--- src/rtl/fs_accel_bpdrain.sv ---
// Bypass-buffer drain: accepts result words from a valid/ready source, holds
// them in a small skid FIFO and writes them out as sequential word writes
// starting at a programmed base address. One job of word_cnt words per start.
module fs_accel_bpdrain #(
  parameter int ADDR_W     = 32,
  parameter int LEN_W      = 16,
  parameter int FIFO_DEPTH = 4
) (
  input  logic              clk,
  input  logic              reset,
  input  logic              enb,
  input  logic              start,
  input  logic [ADDR_W-1:0] base_addr,
  input  logic [LEN_W-1:0]  word_cnt,
  input  logic              src_valid,
  input  logic [31:0]       src_data,
  output logic              src_ready,
  output logic              mem_valid,
  output logic [ADDR_W-1:0] mem_addr,
  output logic [31:0]       mem_wdata,
  output logic [3:0]        mem_wstrb,
  input  logic              mem_ready,
  output logic              busy,
  output logic              done
);

  localparam int PTR_W = $clog2(FIFO_DEPTH);

  typedef enum logic [1:0] {IDLE, RUN, DONE} state_t;

  state_t            state, state_nx;
  logic [ADDR_W-1:0] base_q;
  logic [LEN_W-1:0]  len_q, in_cnt, out_cnt;

  logic [31:0]       fifo_mem [FIFO_DEPTH];
  logic [PTR_W-1:0]  wr_ptr, rd_ptr;
  logic [PTR_W:0]    fifo_cnt;
  logic              fifo_full, fifo_empty;

  logic              job_start, push, pop, last_pop;

  assign fifo_full  = (fifo_cnt == (PTR_W+1)'(FIFO_DEPTH));
  assign fifo_empty = (fifo_cnt == '0);

  assign job_start = (state == IDLE) && start && enb;

  // src_ready is built from registered state and enb only, so memory-side
  // backpressure never ripples combinationally back to the source.
  assign src_ready = (state == RUN) && enb && !fifo_full && (in_cnt < len_q);
  assign push      = src_valid && src_ready;

  // Memory side ignores enb so an outstanding request can always retire.
  assign mem_valid = !fifo_empty;
  assign pop       = mem_valid && mem_ready;
  assign last_pop  = pop && ((out_cnt + LEN_W'(1)) == len_q);

  // Address/data are held at zero when idle; the address wraps modulo 2^ADDR_W.
  assign mem_addr  = mem_valid ? (base_q + (ADDR_W'(out_cnt) << 2)) : '0;
  assign mem_wdata = mem_valid ? fifo_mem[rd_ptr] : '0;
  assign mem_wstrb = mem_valid ? 4'hF : 4'h0;

  assign busy = (state != IDLE);
  assign done = (state == DONE);

  // State register.
  always_ff @(posedge clk or posedge reset) begin
    if (reset) state <= IDLE;
    else       state <= state_nx;
  end

  // Next-state: zero-length jobs go straight to DONE; DONE lasts one cycle.
  always_comb begin
    state_nx = state;
    case (state)
      IDLE:    if (job_start) state_nx = (word_cnt == '0) ? DONE : RUN;
      RUN:     if (last_pop)  state_nx = DONE;
      DONE:    state_nx = IDLE;
      default: state_nx = IDLE;
    endcase
  end

  // Job parameters and word counters; the base is forced word-aligned.
  always_ff @(posedge clk or posedge reset) begin
    if (reset) begin
      base_q  <= '0;
      len_q   <= '0;
      in_cnt  <= '0;
      out_cnt <= '0;
    end else if (job_start) begin
      base_q  <= base_addr & ~ADDR_W'(3);
      len_q   <= word_cnt;
      in_cnt  <= '0;
      out_cnt <= '0;
    end else begin
      if (push) in_cnt  <= in_cnt + LEN_W'(1);
      if (pop)  out_cnt <= out_cnt + LEN_W'(1);
    end
  end

  // FIFO pointers and occupancy; reset discards any in-flight words.
  always_ff @(posedge clk or posedge reset) begin
    if (reset) begin
      wr_ptr   <= '0;
      rd_ptr   <= '0;
      fifo_cnt <= '0;
    end else begin
      if (push) wr_ptr <= wr_ptr + PTR_W'(1);
      if (pop)  rd_ptr <= rd_ptr + PTR_W'(1);
      case ({push, pop})
        2'b10:   fifo_cnt <= fifo_cnt + (PTR_W+1)'(1);
        2'b01:   fifo_cnt <= fifo_cnt - (PTR_W+1)'(1);
        default: fifo_cnt <= fifo_cnt;
      endcase
    end
  end

  // FIFO storage; contents are only meaningful behind the pointers.
  always_ff @(posedge clk) begin
    if (push) fifo_mem[wr_ptr] <= src_data;
  end

endmodule

--- config.mk ---
export PLATFORM = sky130hd
export DESIGN_NAME = fs_accel_bpdrain
export DESIGN_NICKNAME = d
export VERILOG_FILES = /design/src/rtl/fs_accel_bpdrain.sv
export SDC_FILE = /design/constraint.sdc
export NUM_CORES = 1
export LEC_CHECK = 0
export ABC_CLOCK_PERIOD_IN_PS = 4600
export CAP_MARGIN = 20
export CORE_MARGIN = 1
export CORE_UTILIZATION = 40
export DETAILED_ROUTE_END_ITERATION = 8
export PLACE_DENSITY = 0.64
export SLEW_MARGIN = 5
export SYNTH_ARGS = -nofsm -noshare
export SYNTH_HDL_FRONTEND = slang
export SYNTH_SLANG_ARGS = --single-unit
--- constraint.sdc ---
create_clock -name clk -period 4.6 [get_ports clk]
set_clock_uncertainty 0.2 [all_clocks]
set_input_delay 0.92 -clock clk [delete_from_list [all_inputs] [get_ports clk]]
set_output_delay 0.92 -clock clk [all_outputs]
set_load 0.02 [all_outputs]
Yosys cells after proc, flatten, opt, wreduce, memory -nomap -nowiden --
Memories as Yosys holds them, arrays and structs flattened. Index checks and enable logic that the tools add are counted.
Storage, ports and cells: flip-flop bits (word level) 87, bits in writable memories 128, output and inout bits 72, logic and storage cells 57, memories 1
Memory list:
- fifo_mem | depth 4, bits a word 32, rd ports 1, clocked after memory_dff 0, write ports 1, RTL line 35 | logic [31:0] fifo_mem [FIFO_DEPTH];
Cells by class: add/sub/neg operators 7, order comparisons 1, equality and inequality tests 8, mux-type cells 14, reduce and logical (&&, ||, !) cells 18
Operators with widths (count):
- two-way mux 16 bit | 4
- two-way mux 32 bit | 2
- adder 16 x 1 -> 16 bit, second input constant | 2
- adder 32 x 18 -> 32 bit | 1
- equality test 16 bit | 1
- logical NOT 16 bit | 1
- less-than comparator 16 bit | 1
- logical AND 1 bit | 8
- nonzero test 2 bit | 4
- two-way mux 2 bit | 3
- one-hot mux 3 bit (2 select lines) | 1
- adder 2 x 1 -> 2 bit, second input constant | 2
- equality test 2 x 1 -> 1 bit, second input constant | 2
- equality test 2 bit, second input constant | 2
- two-way mux 4 bit | 1
- != test 2 bit, second input constant | 2
- one-hot mux 2 bit (2 select lines) | 1
- adder 3 x 1 -> 3 bit, second input constant | 1
- equality test 3 bit, second input constant | 1
- logical NOT 3 bit | 1
- subtractor 3 x 1 -> 3 bit, second input constant | 1
- logical NOT 1 bit | 2
- logical NOT 2 bit | 1
- two-way mux 1 bit | 2
- AND reduction 2 bit | 1

Logic depth before layout (Yosys ltp) --
word-level depth 7, mapped depth 16, gate-level depth less buffers 13

Worst setup path before layout --
Ideal clock, no wire load.
kind register to output, start register out_cnt[0], end output mem_addr[24], data arrival time 2.562 ns, data required time 3.480 ns, setup slack 0.918 ns, cell stages (with the launch flop) 11, buffers on the path 1, cells stage by stage dfrtp_1 ha_1 inv_1 fa_1 nor2b_1 o31a_1 o41a_1 a311oi_2 buf_2 or3_1 a21oi_1
Between the ends: word-level cells in the longest chain between the ends 2
RTL lines:
- start, declared | RTL line 33 | logic [LEN_W-1:0] len_q, in_cnt, out_cnt;
- start signal, assigned | RTL line 96 | if (pop) out_cnt <= out_cnt + LEN_W'(1);
- adder 32 x 18 -> 32 bit | RTL line 58 | assign mem_addr = mem_valid ? (base_q + (ADDR_W'(out_cnt) << 2)) : '0;
- two-way mux 32 bit | RTL line 58
- end, declared | RTL line 19 | output logic [ADDR_W-1:0] mem_addr,
No other way between the ends.

Worst setup path after layout --
start register base_q[2], end output mem_addr[26]
Between the ends: word-level cells in the longest chain between the ends 2
RTL lines:
- start, declared | RTL line 32 | logic [ADDR_W-1:0] base_q;
- start signal, assigned | RTL line 90 | base_q <= base_addr & ~ADDR_W'(3);
- adder 32 x 18 -> 32 bit | RTL line 58
- two-way mux 32 bit | RTL line 58
No other way between the ends.

==> flow_summary.toml <==
[detailed_routing]
vias_per_cell = 5.12
wirelength_um = 22800
wl_met1_um = 9580
highest_layer = "met5"
dr_wl_met2_um = 11300
wl_per_cell_um = 16.2
ant_nets = 0
routed-wl-met3_um = 1330
vias = 7180
post-route-drc-count = 0
drt_iter0_drc = 499
drt_pass1_iterations = 4

[power_and_ir_drop]
power_density_mw_per_mm2 = 564
leakage_nw = 5.37
ir_worst_vdd_mv = 0.340

[sta]
timing.fmax_ghz = 0.226
finalHoldViolations = 0
min_period_ps = 4430
setup_viol = 0
tightest_slew_ps = 750
maxSlewViolCount = 0
max_slew_margin = 0.500
setup-tns-final_ps = 0
fin_crit_sh = 0.962
grt_setup_unrepaired = "false"

[setup_path]
crit_type = "flop to output pin"
crit_path_cell_trace = "ha_1, inv_1, fa_1, nor2b_1, o31a_1, o41a_1, a311oi_2, buf_4, or3_1, a21oi_1, dlygate4sd2_1"
cp.required_ps = 3480
cpPeakStageDelay_ps = 370
crit_path_end_kind = "output pin"
cp_data_arrival_time_ps = 3310
cp_max_fo = 12
crit_family = "compound AO/OA/AOI/OAI gates"
cp.buffers_inverters = 3
crit_slowest_cell = "fa_1"
start_kind = "flop"

[yosys]
synth_compound_area_frac = 0.0764
synth.distinct_cells = 60
ys_seq_elements = 215
ys_seq_area_frac = 0.567
synth_cells = 902
synth-simple-area-share = 0.152
ys.flop_type = "edfxtp_1"
synth-xor-area-share = 0.0462
synthAdderAreaFrac = 0.0485
muxShareOfSynthArea = 0.0736
synth_area_sq_mm = 0.0106
yosysWarnings = 0
synth_top_family_by_area = "simple AND/OR/NAND/NOR gates"
synth_edf_count = 128
syn-mean-instance-area_sq_um = 11.8
async_flop_share = 0.405

[cells_and_area]
area_growth_pct = 25.3
final_common_cell = "nand2_1"
nFillCells = 2298
utilization = 0.511
final_nets = 1178
diodes = 0
drive_gt1_frac = 0.0993
final_cell_mix = "nand2_1, clkdlybuf4s50_1, edfxtp_1"

[die]
num_rows = 59
ios = 158
fp.dieW_um = 165
initial_core_util = 0.408
dieArea_sq_mm = 0.0272
core_area_sq_mm = 0.0261
chipHeight_um = 165

[global_routing]
grt_max_degree = 55
grt_pass1_wl_um = 35700
grt_pass1_vias = 6833
overflow = 0
grt_use_total = 0.168
antenna_found_initial = 1

[min_path]
hp-class = "flop to flop"

[clock_tree]
cts_made_buffers = 23
cts.sinks = 215
clock_latency_ps = 520
cts_max_path_buffers = 3
clkTransAtPathRegs_ps = 60
clockRootBuffer = "clkbuf_16"
cts_tree = "done"
htree_levels = 1

[run]
cap_violations = 0

[placement]
gp_congestion = 0.803
port_buffers = 153
dp_hpwl_um = 15300

[status]
status = "finished clean"
==> synth_stat cells, drive strengths merged (19+ instances only) <==
master	instances	area, sq um
nand2	140	533
edfxtp	128	3840
dfrtp	87	2180
nor2	56	213
o21ai	46	230
and2	41	257
ha	38	475
inv	37	139
xor2	35	307
mux4	32	721
a21oi	31	155
clkbuf	30	113
nand3	27	135
xnor2	21	184
buf	19	131
==> cell families after synthesis <==
kind of cell / count (synthesis)
adder cells (fa/ha/maj): 40
multiplexers: 38
AND/OR/NAND/NOR: 338
AO/OA/AOI/OAI: 128
XOR/XNOR: 56
other: 1
buffers and inverters: 86
flip-flops: 215
==> stage by stage <==
step	area [sq um]	hold slack (ps)	worst slack (ps)	total power [mW]	instances
finish	13300	284	175	7.51	1403
global route	13300	306	20.1	7.98	1403
CTS	13300	290	9.94	7.62	1403
detailed placement	12500	277	425	5.74	1360
global placement	12500	269	431	5.71	1360
floorplan	10600	252	918	4.55	903
==> power breakdown <==
| group | total, mW | leakage, nW | switching, mW | internal (mW) |
|---|---|---|---|---|
| registers | 2.64 | 2.26 | 0.251 | 2.39 |
| logic | 3.00 | 2.74 | 1.57 | 1.43 |
| clock network | 1.87 | 0.362 | 0.775 | 1.10 |
==> worst register-to-register path, delay by kind of cell (launching register included) <==
kind	cells	cell delay [ps]
buf+inv	4	1090
xor+xnor	2	290
flops	1	440
fa+ha+maj	2	600
simple gates	3	510
==> per-layer routing <==
layer / track usage / vias to the layer above
met2: 0.297 / 163
met1: 0.206 / 3440
li1: - / 3540
met4: 0.0471 / 2
met5: 0 / -
met3: 0.0359 / 35
==> state kept, by name (all words and copies together), names as in the netlist <==
signal	cells
base_q	30
fifo_cnt	3
fifo_mem	128
in_cnt	16
len_q	16
out_cnt	16
rd_ptr	2
state	2
wr_ptr	2
==> path summary, 6_finish.rpt <==
| kind | startpoint | end | slack (ps) | depth (start not counted) |
|---|---|---|---|---|
| setup / recovery | base_q[2]$_DFFE_PP0P_ | mem_addr[26] | 170 | 11 |
| hold / removal | base_q[15]$_DFFE_PP0P_ | base_q[15]$_DFFE_PP0P_ | 280 | 2 |
| setup reg to reg | fifo_cnt[2]$_DFFE_PP0P_ | fifo_cnt[2]$_DFFE_PP0P_ | 1390 | 11 |
| hold reg to reg | base_q[15]$_DFFE_PP0P_ | base_q[15]$_DFFE_PP0P_ | 280 | 2 |
| max in group asynchronous | reset | in_cnt[9]$_DFFE_PP0P_ | 2810 | 3 |
| min in group asynchronous | reset | rd_ptr[1]$_DFFE_PP0P_ | 620 | 2 |
==> area by class of cell <==
type | instances | area (sq um) | area share
clock buffers | 24 | 579 | 0.0435
clock inverters | 17 | 190 | 0.0143
inverters | 37 | 140 | 0.0105
multi-input cells | 602 | 4250 | 0.319
flip-flops and latches | 215 | 6020 | 0.452
well taps | 335 | 419 | 0.0315
repair buffers | 173 | 1720 | 0.129
==> timing repair <==
item                       in CTS  in global routing
resized for setup              10                 18
buffers inserted                2                  0
cloned                          0                  0
pin swaps                       2                  0
setup endpoints to repair      13                 14
hold buffers                    0                  0
Note: power is estimated with default switching activity, not from simulation.
